File: src/rtl/apb_master_2slave.sv
// APB3 master bridge: turns local read/write requests into SETUP/ACCESS phases
// toward two slaves (address MSB selects), with ACCESS timeout and error reporting.
module apb_master_2slave #(
  parameter int ADDR_WIDTH = 8,
  parameter int DATA_WIDTH = 8,
  parameter int TIMEOUT    = 16
) (
  input  logic                  pclk,
  input  logic                  presetn,
  input  logic                  transfer,
  input  logic                  read_write,
  input  logic [ADDR_WIDTH:0]   apb_write_paddr,
  input  logic [DATA_WIDTH-1:0] apb_write_data,
  input  logic [ADDR_WIDTH:0]   apb_read_paddr,
  output logic [DATA_WIDTH-1:0] apb_read_data_out,
  output logic                  xfer_done,
  output logic                  xfer_err,
  output logic                  busy,
  output logic                  psel1,
  output logic                  psel2,
  output logic                  penable,
  output logic                  pwrite,
  output logic [ADDR_WIDTH-1:0] paddr,
  output logic [DATA_WIDTH-1:0] pwdata,
  input  logic                  pready1,
  input  logic                  pready2,
  input  logic [DATA_WIDTH-1:0] prdata1,
  input  logic [DATA_WIDTH-1:0] prdata2,
  input  logic                  pslverr1,
  input  logic                  pslverr2
);

  localparam logic [1:0] S_IDLE   = 2'd0;
  localparam logic [1:0] S_SETUP  = 2'd1;
  localparam logic [1:0] S_ACCESS = 2'd2;

  localparam int              CNT_W   = $clog2(TIMEOUT);
  localparam logic [CNT_W-1:0] CNT_MAX = CNT_W'(TIMEOUT - 1);

  logic [1:0]            r_state;
  logic                  r_sel2;
  logic                  r_psel1;
  logic                  r_psel2;
  logic                  r_penable;
  logic                  r_write;
  logic [ADDR_WIDTH-1:0] r_addr;
  logic [DATA_WIDTH-1:0] r_wdata;
  logic [DATA_WIDTH-1:0] r_rdata;
  logic [CNT_W-1:0]      r_cnt;
  logic                  r_done;
  logic                  r_err;

  logic                  w_pready;
  logic                  w_pslverr;
  logic [DATA_WIDTH-1:0] w_prdata;
  logic                  w_complete;
  logic                  w_timeout;
  logic                  w_capture;
  logic [ADDR_WIDTH:0]   w_req_addr;

  // Only the captured slave's response is observed; the other one is ignored.
  assign w_pready   = r_sel2 ? pready2  : pready1;
  assign w_pslverr  = r_sel2 ? pslverr2 : pslverr1;
  assign w_prdata   = r_sel2 ? prdata2  : prdata1;

  assign w_complete = (r_state == S_ACCESS) && w_pready;
  assign w_timeout  = (r_state == S_ACCESS) && !w_pready && (r_cnt == CNT_MAX);
  // A new request is taken from IDLE or on the completion edge (back-to-back), never on abort.
  assign w_capture  = transfer && ((r_state == S_IDLE) || w_complete);
  assign w_req_addr = read_write ? apb_read_paddr : apb_write_paddr;

  always_ff @(posedge pclk or negedge presetn) begin
    if (!presetn) begin
      r_state   <= S_IDLE;
      r_sel2    <= 1'b0;
      r_psel1   <= 1'b0;
      r_psel2   <= 1'b0;
      r_penable <= 1'b0;
      r_write   <= 1'b0;
      r_addr    <= '0;
      r_wdata   <= '0;
      r_rdata   <= '0;
      r_cnt     <= '0;
      r_done    <= 1'b0;
      r_err     <= 1'b0;
    end else begin
      r_done <= w_complete && !w_pslverr;
      r_err  <= (w_complete && w_pslverr) || w_timeout;
      if (w_complete && !w_pslverr && !r_write) begin
        r_rdata <= w_prdata;
      end

      if (w_capture) begin
        r_state   <= S_SETUP;
        r_sel2    <= w_req_addr[ADDR_WIDTH];
        r_psel1   <= !w_req_addr[ADDR_WIDTH];
        r_psel2   <= w_req_addr[ADDR_WIDTH];
        r_penable <= 1'b0;
        r_write   <= !read_write;
        r_addr    <= w_req_addr[ADDR_WIDTH-1:0];
        r_wdata   <= read_write ? '0 : apb_write_data;
        r_cnt     <= '0;
      end else if (r_state == S_SETUP) begin
        r_state   <= S_ACCESS;
        r_penable <= 1'b1;
      end else if (w_complete || w_timeout) begin
        r_state   <= S_IDLE;
        r_psel1   <= 1'b0;
        r_psel2   <= 1'b0;
        r_penable <= 1'b0;
      end else if (r_state == S_ACCESS) begin
        r_cnt <= r_cnt + CNT_W'(1);
      end
    end
  end

  assign busy              = (r_state != S_IDLE);
  assign psel1             = r_psel1;
  assign psel2             = r_psel2;
  assign penable           = r_penable;
  assign pwrite            = r_write;
  assign paddr             = r_addr;
  assign pwdata            = r_wdata;
  assign apb_read_data_out = r_rdata;
  assign xfer_done         = r_done;
  assign xfer_err          = r_err;

endmodule
File: config.mk
export PLATFORM = sky130hd
export DESIGN_NAME = apb_master_2slave
export DESIGN_NICKNAME = d
export VERILOG_FILES = /design/src/rtl/apb_master_2slave.sv
export SDC_FILE = /design/constraint.sdc
export NUM_CORES = 1
export LEC_CHECK = 0
export ABC_AREA = 0
export CAP_MARGIN = 20
export CELL_PAD_IN_SITES_DETAIL_PLACEMENT = 0
export CELL_PAD_IN_SITES_GLOBAL_PLACEMENT = 1
export CORE_MARGIN = 2
export CORE_UTILIZATION = 30
export DETAILED_ROUTE_END_ITERATION = 10
export PLACE_DENSITY = 0.76
export SETUP_SLACK_MARGIN = 0.3
export SLEW_MARGIN = 20
export SYNTH_ARGS = -nofsm -noshare
export SYNTH_HDL_FRONTEND = slang
export SYNTH_SLANG_ARGS = --single-unit
File: constraint.sdc
create_clock -name pclk -period 4.6 [get_ports pclk]
set_input_delay 0.69 -clock pclk [delete_from_list [all_inputs] [get_ports pclk]]
set_output_delay 0.69 -clock pclk [all_outputs]
set_load 0.02 [all_outputs]
==> results of run 1 <==
## final cells by class
type,count,area share
clock buffer,8,0.0334
inverter,2,0.00278
multi-input combinational,88,0.299
sequential,36,0.334
tap,72,0.0334
timing repair buffer,81,0.297
## flip-flops by register name, indices dropped and copies added (netlist names)
signal             cells
apb_read_data_out      8
paddr                  8
psel1                  1
psel2                  1
pwdata                 8
pwrite                 1
r_cnt                  4
r_sel2                 1
r_state                2
xfer_done              1
xfer_err               1
## power groups by stage
stage               clock network (uW)  logic [uW]  registers (uW)
global route                       251         831             585
finish                             228         776             560
detailed placement                   0         785             568
global placement                     0         781             567
CTS                                236         789             564
floorplan                            0         304             689
## routing by layer
| metal | routed length, um | vias up | GRT usage |
|---|---|---|---|
| met4 | 112 | 0 | 0.0729 |
| li1 | - | 642 | - |
| met2 | 2130 | 39 | 0.234 |
| met5 | 0 | - | 0 |
| met1 | 1670 | 652 | 0.169 |
| met3 | 190 | 9 | 0.0281 |
## logic make-up (layout without fill, tap and decap cells)
family	Yosys count	in the layout	share of synthesized area
compound gates	15	15	0.0672
fa+ha+maj	1	1	0.00715
buf+inv	8	91	0.0236
flops	36	36	0.515
mux	45	45	0.288
simple gates	27	27	0.0994
## path summary, 6_finish.rpt
kind	to	cells past startpoint	start	slack, ns
max in group asynchronous	paddr[2]	1	presetn	3.61
hold / removal	paddr[7]	1	presetn	0.49
setup reg to reg	paddr[2]	4	r_sel2	2.20
setup / recovery	paddr[2]	5	pready2	2.07
min in group pclk	paddr[0]	1	paddr[0]	0.51
hold reg to reg	paddr[0]	1	paddr[0]	0.51
## cells in the mapped netlist
master / instances
buf_4: 3
and4_1: 1
a21o_1: 1
and3_1: 2
a21oi_2: 1
o2bb2ai_1: 2
nand3b_1: 1
clkbuf_1: 3
a21oi_1: 5
nand3_1: 2
nand2_1: 2
inv_1: 2
or3b_2: 1
dfrtp_1: 36
mux2_2: 43
or4_1: 2
nand2b_1: 2
a31oi_1: 1
or3b_4: 1
a211oi_4: 1
or2_2: 1
ha_1: 1
a31o_2: 1
nor3_1: 1
nand4_1: 1
mux2i_1: 2
o31ai_1: 2
o41ai_1: 1
nor2b_1: 10
## worst max-delay path, stage by stage
cell and delay, ns:
clkdlybuf4s50_1 0.50, mux2i_1 0.20, a21oi_2 0.63, buf_4 0.32, mux2_2 0.35
## layout by cell type (no fill, tap or decap), types with 2 or more instances in the layout
cell type	count
nand2_1	2
nand3_1	2
o31ai_1	2
mux2i_1	2
clkbuf_1	2
a21oi_1	5
dfrtp_1	36
mux2_2	43
clkbuf_8	6
nor2b_1	10
clkdlybuf4s50_1	79
or4_1	2
nand2b_1	2
inv_1	2
o2bb2ai_1	2
and3_1	2
## metrics by stage
stage	util	cells	total power (uW)	hold WS [ns]	cell area, um^2
finish	0.484	287	1560	0.487	2700
global route	0.484	287	1670	0.522	2700
CTS	0.484	287	1590	0.512	2700
detailed placement	0.468	279	1350	0.496	2610
global placement	0.468	279	1350	0.491	2610
floorplan	-	132	993	0.394	1750
==> impl_metrics.tcl, run 1 <==
set metrics [dict create \
    remaining_drc_errors 0 \
    drtIter0Drc 57 \
    synth_top_cell_by_area "dfrtp_1" \
    cp.required_ns 4.76 \
    hold_viol_final 0 \
    fin_ws_ns 2.07 \
    post_cts_buffers 0 \
    report.final.slew_viol_count 0 \
    synth_area_leaders "dfrtp_1 (51%), mux2_2 (28%), nor2b_1 (3.6%)" \
    ys_seq_area_frac 0.515 \
    fin_tns_setup_ns 0 \
    cts_resized 0 \
    clkPwrFrac 0.146 \
    ff_latch_area_um2 901 \
    yosysWarningCount 0 \
    die_w_um 80.4 \
    layout-drive-gt1-share 0.265 \
    p_sw_uw 557 \
    overflow 0 \
    dp_hpwl_mm 3.16 \
    path_clk_slew_ns 0.07 \
    portBuffers 80 \
    syn_nets 183 \
    critPathLaunchType "primary input" \
    slew-limit-headroom 0.473 \
    grt_setup_unrepaired "false" \
    power_per_cell_area_mw_per_mm2 579 \
    cts_hold_buffers 0 \
    worstSetupEndpointType "register" \
    die_h_um 80.4 \
    clock-sinks 36 \
    yosysUniqueCellTypes 29 \
    syn_inst 132 \
    p_int_uw 1010 \
    peakVddDrop_mv 0.264 \
    min_period_ns 2.53 \
    seq_power_share 0.358 \
    clk_latency_ns 0.28 \
    gp_congestion 0.755 \
    ant_nets 0 \
    std_cell_rows 27 \
    cts_tree "done" \
    synth_top_area_frac 0.515 \
    syn-cell-area_mm2 0.00175 \
    p_leak_uw 0.00110 \
    grt_pass1_vias 1423 \
    critPathArrivalTime_ns 2.69 \
    fillers 516 \
    fin_nets 265 \
    grt_pass1_wl_mm 6.92 \
    place_ws_ns 1.73 \
    post-route-period-util 0.549 \
    grt_util_all_layers 0.140 \
    core_mm2 0.00557 \
    area_delta_synth_final_pct 54.3 \
    drtPass1Iterations 4 \
    path_class "primary input to register" \
    setup_viol 0 \
    cts.path.max_buffers 2 \
    swShare 0.356 \
    wl_mm 4.11 \
    cts_buffers 5 \
    yosys_register_bits 36 \
    fmax_ghz 0.396 \
    fin_skew_ns 0.00615 \
    cts.htree.levels 2 \
    power_frac_comb 0.496 \
    num_vias 1342 \
    grt_max_degree 37 \
    status "finished clean" \
    worst_pin_slew_ns 0.790 \
    cts-root-buf "clkbuf_8" \
    hold_path_class "primary input to async pin" \
    dieArea_mm2 0.00646 \
    max_cap_viol_count 0 \
    multiInputGateArea_um2 808 \
    start_util 0.314 \
    wire_per_inst_um 14.3 \
    antennaDiodeCount 0 \
    critPathMaxFanout 14 \
    antenna_found_initial 0 \
    num_io_pins 81 \
    avgViaCountPerCell 4.68 \
    synth.avg_cell_area_um2 13.3 \
]
Power figures use the tool's default switching activity.
==> run 2, diff against run 1 <==
==> constraint.sdc (replaced) <==
create_clock -name pclk -period 2.6 [get_ports pclk]
set_input_delay 0.39 -clock pclk [delete_from_list [all_inputs] [get_ports pclk]]
set_output_delay 0.39 -clock pclk [all_outputs]
set_load 0.02 [all_outputs]
==> run 2 against run 1 <==
Sequential power rose by 76%. Wire length fell by 1.3%. Register-to-register slack got worse by 1.7 ns. Critical path depth fell by 2. Sequential cell count did not move. Non-clock buffer count rose by 2. Global-route usage fell by 0.57 points. Via count fell by 0.89%. Clock power rose by 77%. Design area rose by 0.65%. Critical endpoint is now apb_read_data_out[7]. Largest power group unchanged.
==> impl_metrics.tcl, run 2 (synthesis results as in run 1) <==
set metrics [dict create \
    cp.required_ns 2.77 \
    ant_nets 0 \
    start_util 0.314 \
    critPathMaxFanout 13 \
    stdcell_area_mm2 0.00272 \
    crit_path_top_delay_cell "dfrtp_1" \
    drtPass1Iterations 6 \
    grt_setup_unrepaired "false" \
    antennaDiodeCount 0 \
    antenna_found_initial 0 \
    path_cells "or3b_4, a211oi_4, mux2_2" \
    drtIter0Drc 55 \
    path_clk_slew_ns 0.07 \
    power_per_cell_area_mw_per_mm2 1020 \
    final_common_cell "clkdlybuf4s50_1" \
    avgViaCountPerCell 4.60 \
    std_cell_rows 27 \
    report.final.slew_viol_count 0 \
    post_cts_buffers 0 \
    critical_path_buf_inv_count 0 \
    dp_cells 281 \
    peakVddDrop_mv 0.456 \
    area_delta_synth_final_pct 55.3 \
    critPathArrivalTime_ns 2.24 \
    max_cap_viol_count 0 \
    clk_latency_ns 0.28 \
    p_total_uw 2770 \
    die_w_um 80.4 \
    num_io_pins 81 \
    dp_hpwl_mm 3.09 \
    fin_nets 267 \
    core_mm2 0.00557 \
    min_period_ns 2.07 \
    grt_pass1_vias 1386 \
    die_h_um 80.4 \
    slew-limit-headroom 0.472 \
    holdWs_ns 0.191 \
    cts_tree "done" \
    cts_resized 0 \
    gp_congestion 0.818 \
    setup_viol 0 \
    place_area_mm2 0.00263 \
    num_vias 1330 \
    ff_latch_area_um2 901 \
    cts_buffers 5 \
    hold_viol_final 0 \
    wire_per_inst_um 14.0 \
    fmax_ghz 0.483 \
    status "finished clean" \
    cts_hold_buffers 0 \
    fin_tns_setup_ns 0 \
    hold_path_class "primary input to async pin" \
    crit_family "flip-flops" \
    grt_pass1_wl_mm 6.71 \
    fin_skew_ns 0.00481 \
    dieArea_mm2 0.00646 \
    worst_pin_slew_ns 0.792 \
    multiInputGateArea_um2 808 \
    path_class "register to register" \
    critPathLaunchType "register" \
    wl_mm 4.06 \
    cts-root-buf "clkbuf_8" \
    post-route-period-util 0.797 \
    clock-sinks 36 \
    slowest_delay_ns 0.58 \
    stdcell_count 289 \
    grt_max_degree 37 \
    overflow 0 \
    cts.path.max_buffers 2 \
    remaining_drc_errors 0 \
    cts.htree.levels 2 \
    layout-drive-gt1-share 0.281 \
    portBuffers 80 \
    fillers 512 \
    grt_util_all_layers 0.134 \
    p_leak_uw 0.00112 \
    layout_common_cells "clkdlybuf4s50_1 (79), mux2_2 (43), dfrtp_1 (36)" \
    worstSetupEndpointType "register" \
]
-- run 2: final cells by class --
type | instances | area share
repair buffers | 83 | 0.301
multi-input cells | 88 | 0.297
flip-flops and latches | 36 | 0.331
clock inverters | 2 | 0.00368
well taps | 72 | 0.0331
inverters | 2 | 0.00276
clock buffers | 6 | 0.0304
-- run 2: worst paths after layout --
kind	from	endpoint	slack, ns	cells past startpoint
max	r_sel2	apb_read_data_out[7]	0.53	3
min	presetn	pwdata[0]	0.19	1
max reg2reg	r_sel2	apb_read_data_out[7]	0.53	3
min reg2reg	paddr[0]	paddr[0]	0.51	1
max in group asynchronous	presetn	paddr[0]	1.90	1
min in group pclk	paddr[0]	paddr[0]	0.51	1
-- run 2: metal layers --
layer | wire length, um | part of all wire | GRT usage
met1 | 1730 | 0.43 | 0.165
met2 | 2150 | 0.53 | 0.235
met3 | 138 | 0.034 | 0.0247
met4 | 44 | 0.011 | 0.0458
met5 | 0 | 0 | 0
-- run 2: through the flow --
| step | worst slack (ns) | util |
|---|---|---|
| 4_1_cts | 0.502 | 0.488 |
| 6_report | 0.528 | 0.488 |
| 3_3_place_gp | 0.340 | 0.471 |
| 2_1_floorplan | 0.889 | - |
| 3_5_place_dp | 0.290 | 0.471 |
| 5_1_grt | 0.415 | 0.488 |
-- run 2: power breakdown --
| part | switching [uW] | total, uW | leakage (uW) | internal [uW] |
|---|---|---|---|---|
| sequential | 181 | 985 | 0.000448 | 803 |
| combinational | 619 | 1390 | 0.000620 | 768 |
| clock | 191 | 403 | 0.0000510 | 211 |
